**src/rtl/alu_mul_seq_pkg.sv**
```systemverilog
// Shared definitions for the ALU and the sequential multiplier.
//   alu_op_t    : 4-bit ALU operation encodings (the only source of op codes)
//   mul_state_t : multiplier controller states
package alu_mul_seq_pkg;

  typedef enum logic [3:0] {
    ALU_ADD = 4'd0,
    ALU_SUB = 4'd1,
    ALU_AND = 4'd2,
    ALU_OR  = 4'd3,
    ALU_XOR = 4'd4,
    ALU_LSH = 4'd5,
    ALU_RSH = 4'd6
  } alu_op_t;

  typedef enum logic [2:0] {
    IDLE  = 3'd0,
    ADD_S = 3'd1,
    LSH_S = 3'd2,
    RSH_S = 3'd3,
    DONE  = 3'd4
  } mul_state_t;

endpackage

```
**src/rtl/alu_mul_seq.sv**
```systemverilog
// Shift-and-add multiplier controller that borrows an external ALU.
// Each iteration: optional ADD (acc += M when Q[0]), LSH (M <<= 1),
// RSH (Q >>= 1). It ends as soon as Q becomes zero, so latency depends on
// the multiplier's highest set bit and popcount.
// Ports:
//   Clk, Reset          : clock, synchronous active-high reset
//   Start, MulA, MulB   : request and operands (sampled only in IDLE)
//   Busy, Done, Product : status, one-cycle completion pulse, W-bit result
//   AluA, AluB, AluOp   : drive the external ALU (combinational)
//   AluOut              : ALU result, consumed in the same cycle
// Handshake: a request is taken on a rising edge where Start=1 and Busy=0;
// while Busy=1 Start is ignored and not queued. Done pulses for one cycle
// with Product valid; Product then holds until the next completion.
module alu_mul_seq
  import alu_mul_seq_pkg::*;
#(
  parameter int W = 8
) (
  input  logic         Clk,
  input  logic         Reset,
  input  logic         Start,
  input  logic [W-1:0] MulA,
  input  logic [W-1:0] MulB,
  output logic         Busy,
  output logic         Done,
  output logic [W-1:0] Product,
  output logic [W-1:0] AluA,
  output logic [W-1:0] AluB,
  output logic [3:0]   AluOp,
  input  logic [W-1:0] AluOut
);

  mul_state_t   state, state_next;
  logic [W-1:0] acc, m, q, product_q;

  // State register
  always_ff @(posedge Clk) begin
    if (Reset) state <= IDLE;
    else       state <= state_next;
  end

  // Next-state logic
  always_comb begin
    state_next = state;
    case (state)
      IDLE: begin
        if (Start) begin
          if (MulB == '0)  state_next = DONE;
          else if (MulB[0]) state_next = ADD_S;
          else              state_next = LSH_S;
        end
      end
      ADD_S: state_next = LSH_S;
      LSH_S: state_next = RSH_S;
      // AluOut is the shifted multiplier: empty means nothing left to add.
      RSH_S: begin
        if (AluOut == '0)   state_next = DONE;
        else if (AluOut[0]) state_next = ADD_S;
        else                state_next = LSH_S;
      end
      DONE:    state_next = IDLE;
      default: state_next = IDLE;
    endcase
  end

  // Output logic
  always_comb begin
    Busy  = 1'b1;
    Done  = 1'b0;
    AluOp = ALU_ADD;
    AluA  = '0;
    AluB  = '0;
    case (state)
      IDLE:  Busy = 1'b0;
      ADD_S: begin
        AluOp = ALU_ADD;
        AluA  = acc;
        AluB  = m;
      end
      LSH_S: begin
        AluOp = ALU_LSH;
        AluA  = m;
      end
      RSH_S: begin
        AluOp = ALU_RSH;
        AluA  = q;
      end
      DONE:    Done = 1'b1;
      default: Busy = 1'b0;
    endcase
  end

  // Datapath registers
  always_ff @(posedge Clk) begin
    if (Reset) begin
      acc       <= '0;
      m         <= '0;
      q         <= '0;
      product_q <= '0;
    end else begin
      case (state)
        IDLE: begin
          if (Start) begin
            acc <= '0;
            m   <= MulA;
            q   <= MulB;
          end
        end
        ADD_S:   acc       <= AluOut;
        LSH_S:   m         <= AluOut;
        RSH_S:   q         <= AluOut;
        DONE:    product_q <= acc;
        default: ;
      endcase
    end
  end

  // Result is visible during DONE straight from acc, registered afterwards.
  assign Product = (state == DONE) ? acc : product_q;

endmodule

```
**config.mk**
```make
export PLATFORM = sky130hd
export DESIGN_NAME = alu_mul_seq
export DESIGN_NICKNAME = d
export VERILOG_FILES = /design/src/rtl/alu_mul_seq_pkg.sv /design/src/rtl/alu_mul_seq.sv
export SDC_FILE = /design/constraint.sdc
export NUM_CORES = 1
export LEC_CHECK = 0
export ABC_AREA = 1
export CAP_MARGIN = 20
export CORE_MARGIN = 3
export CORE_UTILIZATION = 47
export CTS_CLUSTER_SIZE = 30
export DETAILED_ROUTE_END_ITERATION = 6
export GPL_TIMING_DRIVEN = 0
export PLACE_DENSITY = 0.8
export SLEW_MARGIN = 20
export SYNTH_ARGS = -nofsm -noshare
export SYNTH_HDL_FRONTEND = slang
export SYNTH_SLANG_ARGS = --single-unit
```
**constraint.sdc**
```tcl
create_clock -name Clk -period 2 [get_ports Clk]
set_input_delay 0.6 -clock Clk [delete_from_list [all_inputs] [get_ports Clk]]
set_output_delay 0.6 -clock Clk [all_outputs]
set_load 0.05 [all_outputs]
```
# Word level (Yosys, flattened, before mapping)
# Cells that the tools add are included.
[classes] n_eq_ne=5 n_mux=18 reduce_logical=10
[ops] op="one-hot mux 8 bit (2 select lines)" n=3
[ops] op="2-to-1 mux 8 bit" n=5
[ops] op="one-hot mux 8 bit (3 select lines)" n=1
[ops] op="zero test 8 bit" n=2
[ops] op="one-hot mux 3 bit (4 select lines)" n=1
[ops] op="2-to-1 mux 3 bit" n=3
[ops] op="equality test 3 x 2 -> 1 bit (second input constant)" n=2
[ops] op="one-hot mux 3 bit (2 select lines)" n=1
[ops] op="AND reduction 2 bit" n=3
[ops] op="nonzero test 2 bit" n=3
[ops] op="2-to-1 mux 2 bit" n=2
[ops] op="OR reduction 4 bit" n=1
[ops] op="equality test 3 x 1 -> 1 bit (second input constant)" n=1
[ops] op="equality test 3 bit (second input constant)" n=1
[ops] op="zero test 3 bit" n=1
[ops] op="2-to-1 mux 1 bit" n=2
[ops] op="!= test 2 bit (second input constant)" n=1
[totals] reg_bits=35 inputBits=27 output_inout_bits=30 wordCells=38

# Depth between registers and ports, before layout
# Gate-level depths: netlist of run 1.
[logic_depth] depth_word=4 ltp_mapped=9 ltp_nobuf=9

# Worst setup path after synthesis of run 1
# No wires, ideal clock.
[synth_timing] kind="register -> output" start="register state[1]" end="output AluA[6]" arrival_ps=2216 required_time_ps=1400 path_slack_ps=-816 stages_incl_launch_ff=6 n_path_buf=1 cell_sequence="dfxtp_1 nand2_4 nor2_4 inv_4 buf_6 o21ai_0"
[synth_via] elab_chain_len=2 elab_cells_between_ends=4 cone_classes="eq/ne: 3; mux: 1"
[synth_rtl] item="start: declaration" line="alu_mul_seq.sv:33" source="mul_state_t state, state_next;"
[synth_rtl] item="start signal: assignment" line="alu_mul_seq.sv:39" source="else state <= state_next;"
[synth_rtl] item="equality test 3 x 2 -> 1 bit / equality test 3 x 1 -> 1 bit (equally long branches)" line="alu_mul_seq.sv:73" source="case (state)"
[synth_rtl] item="one-hot mux 8 bit (3 select lines) *" line="alu_mul_seq.sv:73"
[synth_rtl] item="end: declaration" line="alu_mul_seq.sv:27" source="output logic [W-1:0] AluA,"
# Every way passes the cells marked *; elsewhere a longest branch is shown, timed or not.

# Worst setup path after layout of run 1
[layout_timing] start="register state[0]" end="output Product[3]"
[layout_via] elab_chain_len=2
[layout_rtl] item="equality test 3 bit" line="alu_mul_seq.sv:119" source="assign Product = (state == DONE) ? acc : product_q;"
[layout_rtl] item="2-to-1 mux 8 bit"
[layout_rtl] item="end: declaration" line="alu_mul_seq.sv:26" source="output logic [W-1:0] Product,"
# Every way passes these cells.

==> results.toml, run 1 <==
[outcome]
outcome = "complete, but fails checks"
violations = "negative setup slack"

[power]
power.density_mw_per_mm2 = 787.7
leakage_nw = 1.361
peakVddDrop_mv = 0.5187

[setup_path]
slowest_delay_ps = 390
crit_path_cell_trace = "nor2_4 -> nand2_4 -> clkinvlp_4 -> or2_0 -> o21ai_2 -> inv_2 -> buf_8"
worstPathRequired_ps = 1400
cp_top_family = "simple AND/OR/NAND/NOR gates"
end_kind = "output pin"
path_buf_inv = 3
slowest_stage = "dfxtp_4"
crit_type = "reg -> out"
path_max_fanout = 7
crit_arrival_ps = 1510
critPathLaunchType = "flop"

[cts]
clockBufferDepth = 2
clkSinkCount = 35
postCtsHoldBufs = 0
cts_tree = "done"
htree_num_levels = 2
clock_latency_ps = 300
root_buffer = "clkbuf_8"
path_clk_slew_ps = 70
cts_buffers = 5

[global_routing]
grt_first_pass_wirelength_um = 9542
grt_use_total_pct = 24.14
grt_pass1_vias = 2039
grt_max_degree = 13
overflow = 0
antenna_found_initial = 0

[run]
maxCapViolCount = 0

[drt]
ant_nets = 0
drt-wirelength-per-cell_um = 13.16
dr_total_vias = 2116
viasPerCell = 5.074
routed_wl_um = 5486
drtPass1Iterations = 4
m1WireLength_um = 2365
dr_wl_met2_um = 2655
highest_layer = "met4"
first_iter_violations = 171
wl_met3_um = 410
drc = 0

[timing]
max_freq_ghz = 0.4746
finalSetupViolCount = 15
finalCritPeriodShare_pct = 105.3
hold_viol_final = 0
finalCriticalPeriod_ps = 2107
rsz0062_at_grt = "true"
drv_slew = 0
setup_ws_ps = -107.0
fin_skew_ps = 10.81

[synthesis]
syn_area_mm2 = 0.001908
yosysWarningCount = 0
synth_seq_cells = 35
syn_inst = 290
synth_top_area_cell = "dfxtp_1"
yosys.area.top_type_share_pct = 36.72
avgSynthCellArea_um2 = 6.580
yosys.cell_types.count = 27
syn_nets = 317
synthTopCellsByArea = "dfxtp_1 37%, nand2_1 13%, nor2_1 12%, o21ai_0 6.3%, inv_1 6.1%"
yosysSeqAreaShare_pct = 36.72

[final_layout]
fillCellCount = 322
layout_common_cells = "67 x nand2_1, 52 x nor2_1, 32 x buf_4, 32 x dfxtp_1, 25 x clkdlybuf4s50_1"
layout_commonest_cell = "nand2_1"
area_growth_pct = 49.90
antenna_cells = 0
fin_cells = 417
drive_above_1_share_pct = 30.89
nets = 395

[hold_path]
hold_class = "reg -> reg"

[die]
core_mm2 = 0.003799
die_x_um = 69.72
die_h_um = 69.72
io_pins = 57
die-area_mm2 = 0.004860
start_util_pct = 50.23
fp-row-count = 22

[place]
hpwlAfterDp_um = 3887
place_ws_ps = -665.2
gp_congestion = 0.8742
dp_cells = 392
portBuffers = 54
synthesized netlist by cell type:
cell      instances
buf_4             3
dfxtp_1          35
nor2_4            4
inv_1            31
nor2_1           60
or2_2             3
a22oi_1           2
buf_6             3
inv_2             5
nand2_4           3
nor3_1            3
o211ai_1          6
o21ai_2           7
a21oi_1           9
or2_1             3
and2_0            2
clkbuf_1          3
nand2_1          67
inv_4             1
nand3_2           1
buf_2             2
conb_1            1
o21ai_1           4
o21ai_0          24
nand3_1           4
or2_0             2
o21a_1            2
worst paths after layout:
path         startpoint          to  slack, ps  cells past startpoint
min              acc[1]      acc[1]        490                      2
min reg2reg      acc[1]      acc[1]        490                      2
max            state[0]  Product[3]       -110                      7
max reg2reg    state[1]        m[5]        460                     10
per-stage QoR:
| stage | hold WS (ps) | TNS [ps] | util [%] | power (W) | cell area, um2 |
|---|---|---|---|---|---|
| final | 492.3 | -856.1 | 75.30 | 0.002253 | 2860 |
| after global routing | 526.9 | -2214 | 75.30 | 0.002359 | 2860 |
| after global placement | 465.7 | -13850 | 66.70 | 0.001426 | 2534 |
| after detailed placement | 470.1 | -13750 | 66.70 | 0.001434 | 2534 |
| after CTS | 496.4 | -983.1 | 74.04 | 0.002232 | 2813 |
| after floorplan | 448.9 | -3569 | - | 0.001243 | 1933 |
worst register-to-register path: cells and delay by family (launching register included):
kind                   cells  cell delay, ps
buffers and inverters      4             560
DFF                        1             360
and+or+nand+nor            6             530
per-layer routing:
| layer | GRT usage [%] | vias up |
|---|---|---|
| met2 | 40.25 | 70 |
| met3 | 6.522 | 8 |
| met4 | 5.745 | 0 |
| met5 | 0 | - |
| met1 | 31.05 | 982 |
| li1 | - | 1056 |
registers in the layout, summed over array words and instances (netlist names):
signal,cells
acc,8
m,8
product_q,8
q,8
state,3
what timing repair did:
| action | CTS | global route |
|---|---|---|
| buffers inserted | 14 | 4 |
| gates resized for setup | 198 | 16 |
| pin swaps | 4 | 4 |
| endpoints found under the setup margin | 29 | 25 |
| cloned | 1 | 0 |
kinds of logic after synthesis:
family,synth area share (%)
buffers and inverters,11.48
AOI/OAI and AO/OA,16.85
DFF,36.72
other,0.1965
and+or+nand+nor,34.75
final cells by class:
| cell class | count | area [um2] | area share [%] |
|---|---|---|---|
| flip-flops and latches | 35 | 711.9 | 24.89 |
| repair inverters | 1 | 7.507 | 0.2625 |
| inverters | 37 | 151.4 | 5.293 |
| clock buffers | 5 | 68.82 | 2.406 |
| repair buffers | 72 | 661.9 | 23.14 |
| multi-input cells | 207 | 1062 | 37.14 |
| clock inverters | 3 | 67.56 | 2.362 |
| well taps | 48 | 60.06 | 2.100 |
| plain buffers | 9 | 68.82 | 2.406 |
power breakdown:
group / leakage [nW] / switching [W] / internal, W
clock: 0.0644 / 0.000274 / 0.000497
combinational: 1.01 / 0.000425 / 0.000259
sequential: 0.289 / 0.0000354 / 0.000761
No activity file was read; power rests on OpenSTA's default activity.
==> run 2, diff against run 1 <==
Settings changed: SETUP_SLACK_MARGIN set to 0.1.
==> run 2 against run 1 <==
Compared with the run above: the run still ends with negative setup slack left; critical path type unchanged; utilization rose by 2.3 points; combinational power up 4.1%; sequential power barely moved; die area unchanged; clock power decreased by 32%; global-route usage decreased by 0.76 points; sequential cell count unchanged; critical endpoint is now AluA[6]; non-clock buffer count up 9; final area is 3.1% higher.
==> results.toml, run 2 (same netlist as run 1, synthesis figures left out) <==
[drt]
drc = 0
routed_wl_um = 5770
viasPerCell = 5.115
dr_total_vias = 2179
drtPass1Iterations = 5
drt-wirelength-per-cell_um = 13.54
ant_nets = 0
first_iter_violations = 187

[final_layout]
multi_input_area_mm2 = 0.001072
antenna_cells = 0
layout_commonest_cell = "nand2_1"
area_growth_pct = 54.56
drive_above_1_share_pct = 32.80
regArea_um2 = 711.9
fillCellCount = 290
nets = 405
layout_common_cells = "67 x nand2_1, 52 x nor2_1, 34 x buf_4"

[setup_path]
r2r-start = "state[1]"
crit_type = "reg -> out"
worstPathRequired_ps = 1400
critPathLaunchType = "flop"
crit_arrival_ps = 1530
slowest_delay_ps = 370
end_kind = "output pin"
cp-startpoint = "state[0]"
crit_path_cell_trace = "buf_4 -> nand3_4 -> inv_4 -> buf_4 -> a22oi_2 -> o21ai_2 -> buf_6"
cp_top_family = "buffers and inverters"
path_buf_inv = 4
cpMostUsedCell = "buf_4"
slowest_stage = "dfxtp_4"
path_max_fanout = 5

[timing]
holdWs_ps = 493.1
setup_ws_ps = -129.0
setup_tns_ps = -1139
hold_viol_final = 0
finalCriticalPeriod_ps = 2129
fin_skew_ps = 7.232
finalSetupViolCount = 16
max_freq_ghz = 0.4697
drv_slew = 0
rsz0062_at_grt = "true"
finalCritPeriodShare_pct = 106.4

[hold_path]
min-delay-start = "acc[3]"
hold_class = "reg -> reg"

[die]
die-area_mm2 = 0.004860
fp-row-count = 22
start_util_pct = 50.23
die_x_um = 69.72
die_h_um = 69.72
core_mm2 = 0.003799
io_pins = 57

[global_routing]
grt_max_degree = 11
overflow = 0
grt_pass1_vias = 2014
antenna_found_initial = 0
grt_use_total_pct = 23.38
grt_first_pass_wirelength_um = 9252

[cts]
htree_num_levels = 2
cts_buffers = 5
clockBufferDepth = 2
root_buffer = "clkbuf_8"
cts_tree = "done"
path_clk_slew_ps = 70
clock_latency_ps = 290
clkSinkCount = 35

[place]
hpwlAfterDp_um = 3852
gp_congestion = 0.9131
portBuffers = 54
place_ws_ps = -690.8

[power]
peakVddDrop_mv = 0.6433
total_power_w = 0.002041
leakage_nw = 1.412
power.density_mw_per_mm2 = 692.1

[run]
maxCapViolCount = 0

[outcome]
outcome = "complete, but fails checks"
violations = "negative setup slack"
[run 2: changes by cell type in the layout (fill, tap and decap cells not counted), sizes merged]
cell	before	now
buf	51	61
bufinv	2	0
clkinvlp	2	0
clkinv	0	1
inv	37	38
nand2	70	71
[run 2: path summary, 6_finish.rpt]
path	end	slack (ps)	cells past startpoint
min reg2reg	acc[3]	490	2
min	acc[3]	490	2
max	AluA[6]	-130	7
max reg2reg	m[5]	520	10
[run 2: layer usage]
metal / track usage, % / up-vias / share of wire (%)
li1: - / 1077 / -
met1: 30.47 / 993 / 42
met2: 38.88 / 100 / 48
met3: 4.348 / 9 / 8.4
met4: 7.660 / 0 / 1.4
met5: 0 / - / 0
[run 2: final cells by class]
class | instances | share of cell area [%]
repair inverters | 1 | 0.2121
clock inverters | 1 | 0.1697
inverters | 37 | 5.388
repair buffers | 80 | 26.18
flip-flops and latches | 35 | 24.14
multi-input cells | 208 | 36.36
well taps | 48 | 2.036
clock buffers | 6 | 2.800
plain buffers | 10 | 2.715
[run 2: what timing repair did]
action	4_1_cts	5_1_grt
pin swaps	6	4
setup buffers	15	10
hold buffers	0	0
gates resized for setup	215	20
cloned	1	2
endpoints found under the setup margin	29	28
[run 2: stage by stage]
step	cells	util (%)	cell area [um2]
2_1_floorplan	290	-	1936
3_3_place_gp	392	66.77	2536
3_5_place_dp	392	66.77	2536
4_1_cts	414	73.78	2803
5_1_grt	426	77.64	2949
6_report	426	77.64	2949
[run 2: where the power goes]
part	switching [W]	total [W]	internal, W	leakage, nW
Combinational	0.000435	0.000713	0.000277	1.08
Sequential	0.0000385	0.000800	0.000762	0.289
Clock	0.000258	0.000528	0.000270	0.0470
Total	0.000732	0.00204	0.00131	1.41
[run 2: worst min-delay path: cells and delay by family, from the launching register on]
kind,cells,cell delay [ps]
DFF,1,330
and+or+nand+nor,1,70
AOI/OAI and AO/OA,1,50
